$ cat config.mk
export PLATFORM = sky130hd
export DESIGN_NAME = sprite_motion_ctrl
export DESIGN_NICKNAME = d
export VERILOG_FILES = /design/src/rtl/sprite_motion_ctrl.sv
export SDC_FILE = /design/constraint.sdc
export NUM_CORES = 1
export LEC_CHECK = 0
export BUFFER_PORTS_ARGS = -buffer_cell sky130_fd_sc_hd__buf_2
export CAP_MARGIN = 10
export CORE_MARGIN = 3
export CORE_UTILIZATION = 58
export DETAILED_ROUTE_END_ITERATION = 6
export PLACE_DENSITY_LB_ADDON = 0.15
export SLEW_MARGIN = 30
export SYNTH_ARGS = -nofsm -noshare
export SYNTH_HDL_FRONTEND = slang
export SYNTH_SLANG_ARGS = --single-unit
export TNS_END_PERCENT = 1
$ cat constraint.sdc
create_clock -name clk -period 2.4 [get_ports clk]
set_input_delay 0.48 -clock clk [delete_from_list [all_inputs] [get_ports clk]]
set_output_delay 0.48 -clock clk [all_outputs]
set_load 0.02 [all_outputs]
$ cat src/rtl/sprite_motion_ctrl.sv
// Sprite display-offset sequencer: bounces a SPRITE x SPRITE image around the
// H_ACTIVE x V_ACTIVE area. Offsets are updated only at the start of vsync, so
// the frame-buffer read path never sees a mid-frame change.
module sprite_motion_ctrl #(
    parameter int H_ACTIVE  = 640,
    parameter int V_ACTIVE  = 480,
    parameter int SPRITE    = 128,
    parameter int STEP      = 1,
    parameter int FRAME_DIV = 1
) (
    input  logic       clk,
    input  logic       rst_n,
    input  logic       vsync,
    input  logic       en,
    input  logic [1:0] mode,
    input  logic       home,
    output logic [9:0] x_off,
    output logic [8:0] y_off,
    output logic       x_dir,
    output logic       y_dir,
    output logic       frame_tick
);

    typedef enum logic {
        DIR_INC = 1'b0,
        DIR_DEC = 1'b1
    } dir_t;

    // Limits and step widened by one bit so the +STEP compare cannot overflow
    localparam logic [10:0] X_MAX  = 11'(H_ACTIVE - SPRITE);
    localparam logic [10:0] X_STEP = 11'(STEP);
    localparam logic [9:0]  Y_MAX  = 10'(V_ACTIVE - SPRITE);
    localparam logic [9:0]  Y_STEP = 10'(STEP);

    localparam int              FD_W    = (FRAME_DIV > 1) ? $clog2(FRAME_DIV) : 1;
    localparam logic [FD_W-1:0] FD_LAST = FD_W'(FRAME_DIV - 1);

    logic            vsync_d;
    logic            tick;
    logic            update;
    logic [FD_W-1:0] fdiv;
    dir_t            x_dir_q;
    dir_t            y_dir_q;

    logic [10:0]     x_sum;
    logic [9:0]      y_sum;
    logic [9:0]      x_next;
    logic [8:0]      y_next;
    dir_t            x_dir_next;
    dir_t            y_dir_next;

    assign tick   = vsync_d & ~vsync;
    assign update = tick & en & (fdiv == FD_LAST);

    assign x_dir = x_dir_q;
    assign y_dir = y_dir_q;

    // Next X position: step toward the current edge, clamp at the limit and reverse
    always_comb begin
        x_sum      = {1'b0, x_off} + X_STEP;
        x_next     = x_off;
        x_dir_next = x_dir_q;
        if (x_dir_q == DIR_INC) begin
            if (x_sum >= X_MAX) begin
                x_next     = X_MAX[9:0];
                x_dir_next = DIR_DEC;
            end else begin
                x_next = x_sum[9:0];
            end
        end else begin
            if ({1'b0, x_off} <= X_STEP) begin
                x_next     = '0;
                x_dir_next = DIR_INC;
            end else begin
                x_next = x_off - X_STEP[9:0];
            end
        end
    end

    // Next Y position: same bounce rule against Y_MAX
    always_comb begin
        y_sum      = {1'b0, y_off} + Y_STEP;
        y_next     = y_off;
        y_dir_next = y_dir_q;
        if (y_dir_q == DIR_INC) begin
            if (y_sum >= Y_MAX) begin
                y_next     = Y_MAX[8:0];
                y_dir_next = DIR_DEC;
            end else begin
                y_next = y_sum[8:0];
            end
        end else begin
            if ({1'b0, y_off} <= Y_STEP) begin
                y_next     = '0;
                y_dir_next = DIR_INC;
            end else begin
                y_next = y_off - Y_STEP[8:0];
            end
        end
    end

    // Frame-start detection: falling edge of vsync, pulse registered one cycle
    always_ff @(posedge clk or negedge rst_n) begin
        if (!rst_n) begin
            vsync_d    <= 1'b1;
            frame_tick <= 1'b0;
        end else begin
            vsync_d    <= vsync;
            frame_tick <= tick;
        end
    end

    // Frame divider and offset/direction update; home overrides any update
    always_ff @(posedge clk or negedge rst_n) begin
        if (!rst_n) begin
            fdiv    <= '0;
            x_off   <= '0;
            y_off   <= '0;
            x_dir_q <= DIR_INC;
            y_dir_q <= DIR_INC;
        end else if (home) begin
            fdiv    <= '0;
            x_off   <= '0;
            y_off   <= '0;
            x_dir_q <= DIR_INC;
            y_dir_q <= DIR_INC;
        end else if (tick && en) begin
            fdiv <= (fdiv == FD_LAST) ? '0 : fdiv + 1'b1;
            if (update) begin
                if (mode[0]) begin
                    x_off   <= x_next;
                    x_dir_q <= x_dir_next;
                end
                if (mode[1]) begin
                    y_off   <= y_next;
                    y_dir_q <= y_dir_next;
                end
            end
        end
    end

endmodule

Yosys cells after proc, flatten, opt, wreduce, memory -nomap -nowiden
Index checks and enable logic that the tools add are counted.
{"block": "word_totals", "ff_bits": 24, "latch_bits": 0, "mem_bits_rw": 0, "romBits": 0, "inputBits": 7, "out_inout_bits": 22, "mem_count": 0}
{"block": "op_classes", "n_addsub": 5, "mul": 0, "div_mod_pow": 0, "n_lt_le_gt_ge": 4, "eq_ne": 0, "shift": 0, "mux": 31, "bitwise": 5, "n_reduce_logical": 7}
{"op": "10-bit 2-to-1 mux", "n": 7}
{"op": "9-bit 2-to-1 mux", "n": 7}
{"op": "1-bit 2-to-1 mux", "n": 17}
{"op": "10-bit by 1-bit adder with 11-bit output, second input constant", "n": 1}
{"op": "11-bit by 10-bit >= comparator with 1-bit output, second input constant", "n": 1}
{"op": "9-bit by 1-bit adder with 10-bit output, second input constant", "n": 1}
{"op": "10-bit by 9-bit >= comparator with 1-bit output, second input constant", "n": 1}
{"op": "10-bit by 1-bit <= comparator with 1-bit output, second input constant", "n": 1}
{"op": "10-bit by 1-bit subtractor with 10-bit output, second input constant", "n": 1}
{"op": "9-bit by 1-bit <= comparator with 1-bit output, second input constant", "n": 1}
{"op": "9-bit by 1-bit subtractor with 9-bit output, second input constant", "n": 1}
{"op": "2-bit nonzero test", "n": 4}
{"op": "3-bit AND reduction", "n": 2}
{"op": "1-bit bitwise AND", "n": 3}
{"op": "1-bit inverter", "n": 2}
{"op": "1-bit adder, second input constant", "n": 1}
{"op": "1-bit logical AND", "n": 1}

Logic depth before layout (Yosys ltp)
{"block": "logic_depth", "word_depth": 8, "mapped_depth": 9, "depth_no_buf": 7}

Least setup slack after synthesis
Ideal clock, no wire load.
{"block": "synth_path", "path_type": "register to register", "from": "reg y_off[0]", "to": "reg y_off[6]", "setup_ps": 126, "arrival_ps": 2128, "path_slack_ps": 146, "path_stages_with_launch": 8, "synth_period_minus_slack_ps": 2254, "cell_sequence": "dfrtp_1 > ha_1 > clkbuf_2 > nand3_2 > a2111oi_4 > mux2i_1 > a21o_1 > a221o_1"}
{"block": "synth_via", "elab_chain_len": 8, "elab_cells_between_ends": 11, "classes_between": "add/sub: 2; order compare: 2; mux: 7"}
{"element": "start, declared", "line": "18", "rtl": "output logic [8:0] y_off,"}
{"element": "start signal, assigned", "line": "135", "rtl": "y_off <= y_next;"}
{"element": "9-bit by 1-bit adder with 10-bit output", "line": "82", "rtl": "y_sum = {1'b0, y_off} + Y_STEP;"}
{"element": "10-bit by 9-bit >= comparator with 1-bit output", "line": "86", "rtl": "if (y_sum >= Y_MAX) begin"}
{"element": "9-bit 2-to-1 mux", "line": "86"}
{"element": "9-bit 2-to-1 mux *", "line": "85", "rtl": "if (y_dir_q == DIR_INC) begin"}
{"element": "9-bit 2-to-1 mux *", "line": "134", "rtl": "if (mode[1]) begin"}
{"element": "9-bit 2-to-1 mux *", "line": "129", "rtl": "if (update) begin"}
{"element": "9-bit 2-to-1 mux *", "line": "127", "rtl": "end else if (tick && en) begin"}
{"element": "9-bit 2-to-1 mux *", "line": "121", "rtl": "end else if (home) begin"}
Mark *: on every way between the ends. The rest lies on a longest branch, timed or not. The select of a mux whose other input is x is not followed.
A chain may end at the register's enable or synchronous reset.

Worst setup path after layout
{"block": "layout_path", "from": "reg y_off[1]", "to": "reg y_off[0]"}
Same word-level chain as after synthesis.

==> results.cfg <==
[placement]
dp.cells = 317
port_buffers = 28
dp_hpwl_mm = 3.96
gp_congestion = 0.902
place_ws_ns = 0.139
postPlaceCellArea_sq_um = 2280

[sta]
finClkSkew_ns = 0.00332
setup_viol = 0
tns_ns = 0
hold_viol_final = 0
worst_slack_ns = 0.167
final_max_slew_viol_count = 0
tightest_slew_ns = 0.562
max_freq_ghz = 0.448
grt_setup_unrepaired = no
hold_slack_ns = 0.112
period_needed_ns = 2.23
slew_headroom = 0.625
fin_crit_sh = 0.930

[clocking]
clk_latency_ns = 0.31
root_buffer = clkbuf_4
cts_resized = 0
cts_sinks = 23
postCtsSetupRepairBufs = 0
clockBufferDepth = 2
cts_made_buffers = 3
hold_buffers = 0
clkTransAtPathRegs_ns = 0.13
h-tree-depth = 1
cts_tree = built

[synth]
synth-seq-cells = 23
synth_top_area_frac = 0.266
synth_top_cell_by_area = dfrtp_1
synth_area_leaders = dfrtp_1, ha_1, nand2_1, nor2_1, a21o_1
ys_top_cells_by_count = dfrtp_1, nand2_1, nor2_1
synthesis.nets = 260
syn_area_sq_um = 2070
synth_most_common_cell = dfrtp_1
synthFlopType = dfrtp_1
synth_edf_count = 0
postSynth.asyncResetShare = 1.00
avgSynthCellArea_sq_um = 8.38
synth_cell_types = 62
syn_inst = 247
synth_seq_area_share = 0.279
yosysWarnings = 0

[layout]
drive_above_1_share = 0.240
nets = 289
n_antenna_cell = 0
area_growth_pct = 11.6
postLayoutCellArea_sq_um = 2310
instances_no_fill = 321
fillCellCount = 283

[floorplanning]
die_w_um = 65.7
pin_count = 29
core-area_sq_um = 3390
dieHeight_um = 65.7
dieArea_sq_um = 4320
num_rows = 21
initial_core_util = 0.611

[worst_setup_path]
ff2ff_path_depth = 6
reg2reg_setup_slack_ns = 0.17
crit_fanout = 9
critPathKind = flip-flop to flip-flop
start_kind = flip-flop
end_kind = flip-flop
rr_startpoint = y_off[1]
critical_path_arrival_ns = 2.44
crit_required_ns = 2.60
r2r-end = y_off[0]

[run]
drv_cap = 0

[routing]
drc_errors = 0
wire_per_inst_um = 16.7
drt_iter0_markers = 311
postRouteAntennaNets = 0
routed_via_density = 6.55
via_count = 2104
dr.pass1.iters = 4
drt_wl_total_mm = 5.35

[global_route]
busiest_layer = met1
antenna_found_initial = 0
gr-usage-met1 = 0.386
grt_pass1_vias = 1876
grt-ovfl-total = 0
grt_pass1_wl_mm = 8.95
use_met3 = 0.0564
grt_max_degree = 24
gr-usage-all-layers = 0.259
grtUsageMet2 = 0.380

[status]
outcome = finished, final reports clean

[power]
peakVddDrop_v = 0.000367
leakage_nw = 1.03
power_density_nw_per_um2 = 373

[min_path]
hp-class = input pin to asynchronous set/reset pin
## cell usage in the layout (no fill, tap or decap), types with 8 or more instances in the layout
| master | instances |
|---|---|
| a21oi_1 | 9 |
| inv_1 | 11 |
| nor2_1 | 17 |
| dfrtp_1 | 22 |
| nand3_1 | 9 |
| buf_2 | 28 |
| nor4_1 | 8 |
| nand2_1 | 18 |
| a21o_1 | 8 |
| o21ai_0 | 10 |
| buf_4 | 15 |
## logic make-up after synthesis
group | count (synthesis) | share of synthesized area
AOI/OAI and AO/OA | 76 | 0.296
buffers and inverters | 30 | 0.0689
muxes | 2 | 0.0103
DFF | 23 | 0.279
adders and majority gates | 6 | 0.0363
and+or+nand+nor | 103 | 0.281
xor gates and xnor gates | 7 | 0.0296
## cell type report
class,count,area [sq um],area share
inverter,11,41.3,0.0179
clock buffer,3,22.5,0.00975
tap,46,57.6,0.0249
clock inverter,1,5.00,0.00217
sequential,23,577,0.250
timing repair buffer,43,253,0.109
multi-input combinational,194,1350,0.586
## registers in the layout, indices dropped and copies added, names as in the netlist
register    count
frame_tick      1
x_dir           1
vsync_d         1
y_off           9
y_dir           1
x_off          10
## worst max-delay path by stage
| stage | start | end |
|---|---|---|
| 4_1_cts | y_off[1] | y_off[0] |
| 3_3_place_gp | y_off[1] | y_off[0] |
| 3_5_place_dp | y_off[1] | y_off[0] |
| 2_1_floorplan | y_off[0] | y_off[6] |
| 5_1_grt | y_off[1] | y_off[0] |
| 6_report | y_off[1] | y_off[0] |
## power breakdown
part	internal, mW	total (mW)	switching (mW)
registers	0.402	0.431	0.0289
logic	0.0954	0.251	0.156
clock network	0.0624	0.180	0.118
## critical path: stages, from the launching register on
cell and delay [ns]:
dfrtp_1 0.49, ha_1 0.26, nand3_2 0.16, a2111oi_4 0.49
mux2i_2 0.39, a311o_1 0.22, o21ai_0 0.10
## per-layer routing
layer / vias up / part of all wire
met2: 110 / 0.44
li1: 1007 / -
met5: - / 0
met4: 0 / 0.011
met1: 976 / 0.47
met3: 11 / 0.075
## per-stage QoR
| step | utilization | power [mW] |
|---|---|---|
| floorplan | - | 0.617 |
| global placement | 0.672 | 0.685 |
| detailed placement | 0.672 | 0.687 |
| CTS | 0.680 | 0.871 |
| global route | 0.681 | 0.915 |
| finish | 0.681 | 0.862 |
No activity file was read; power rests on OpenSTA's default activity.
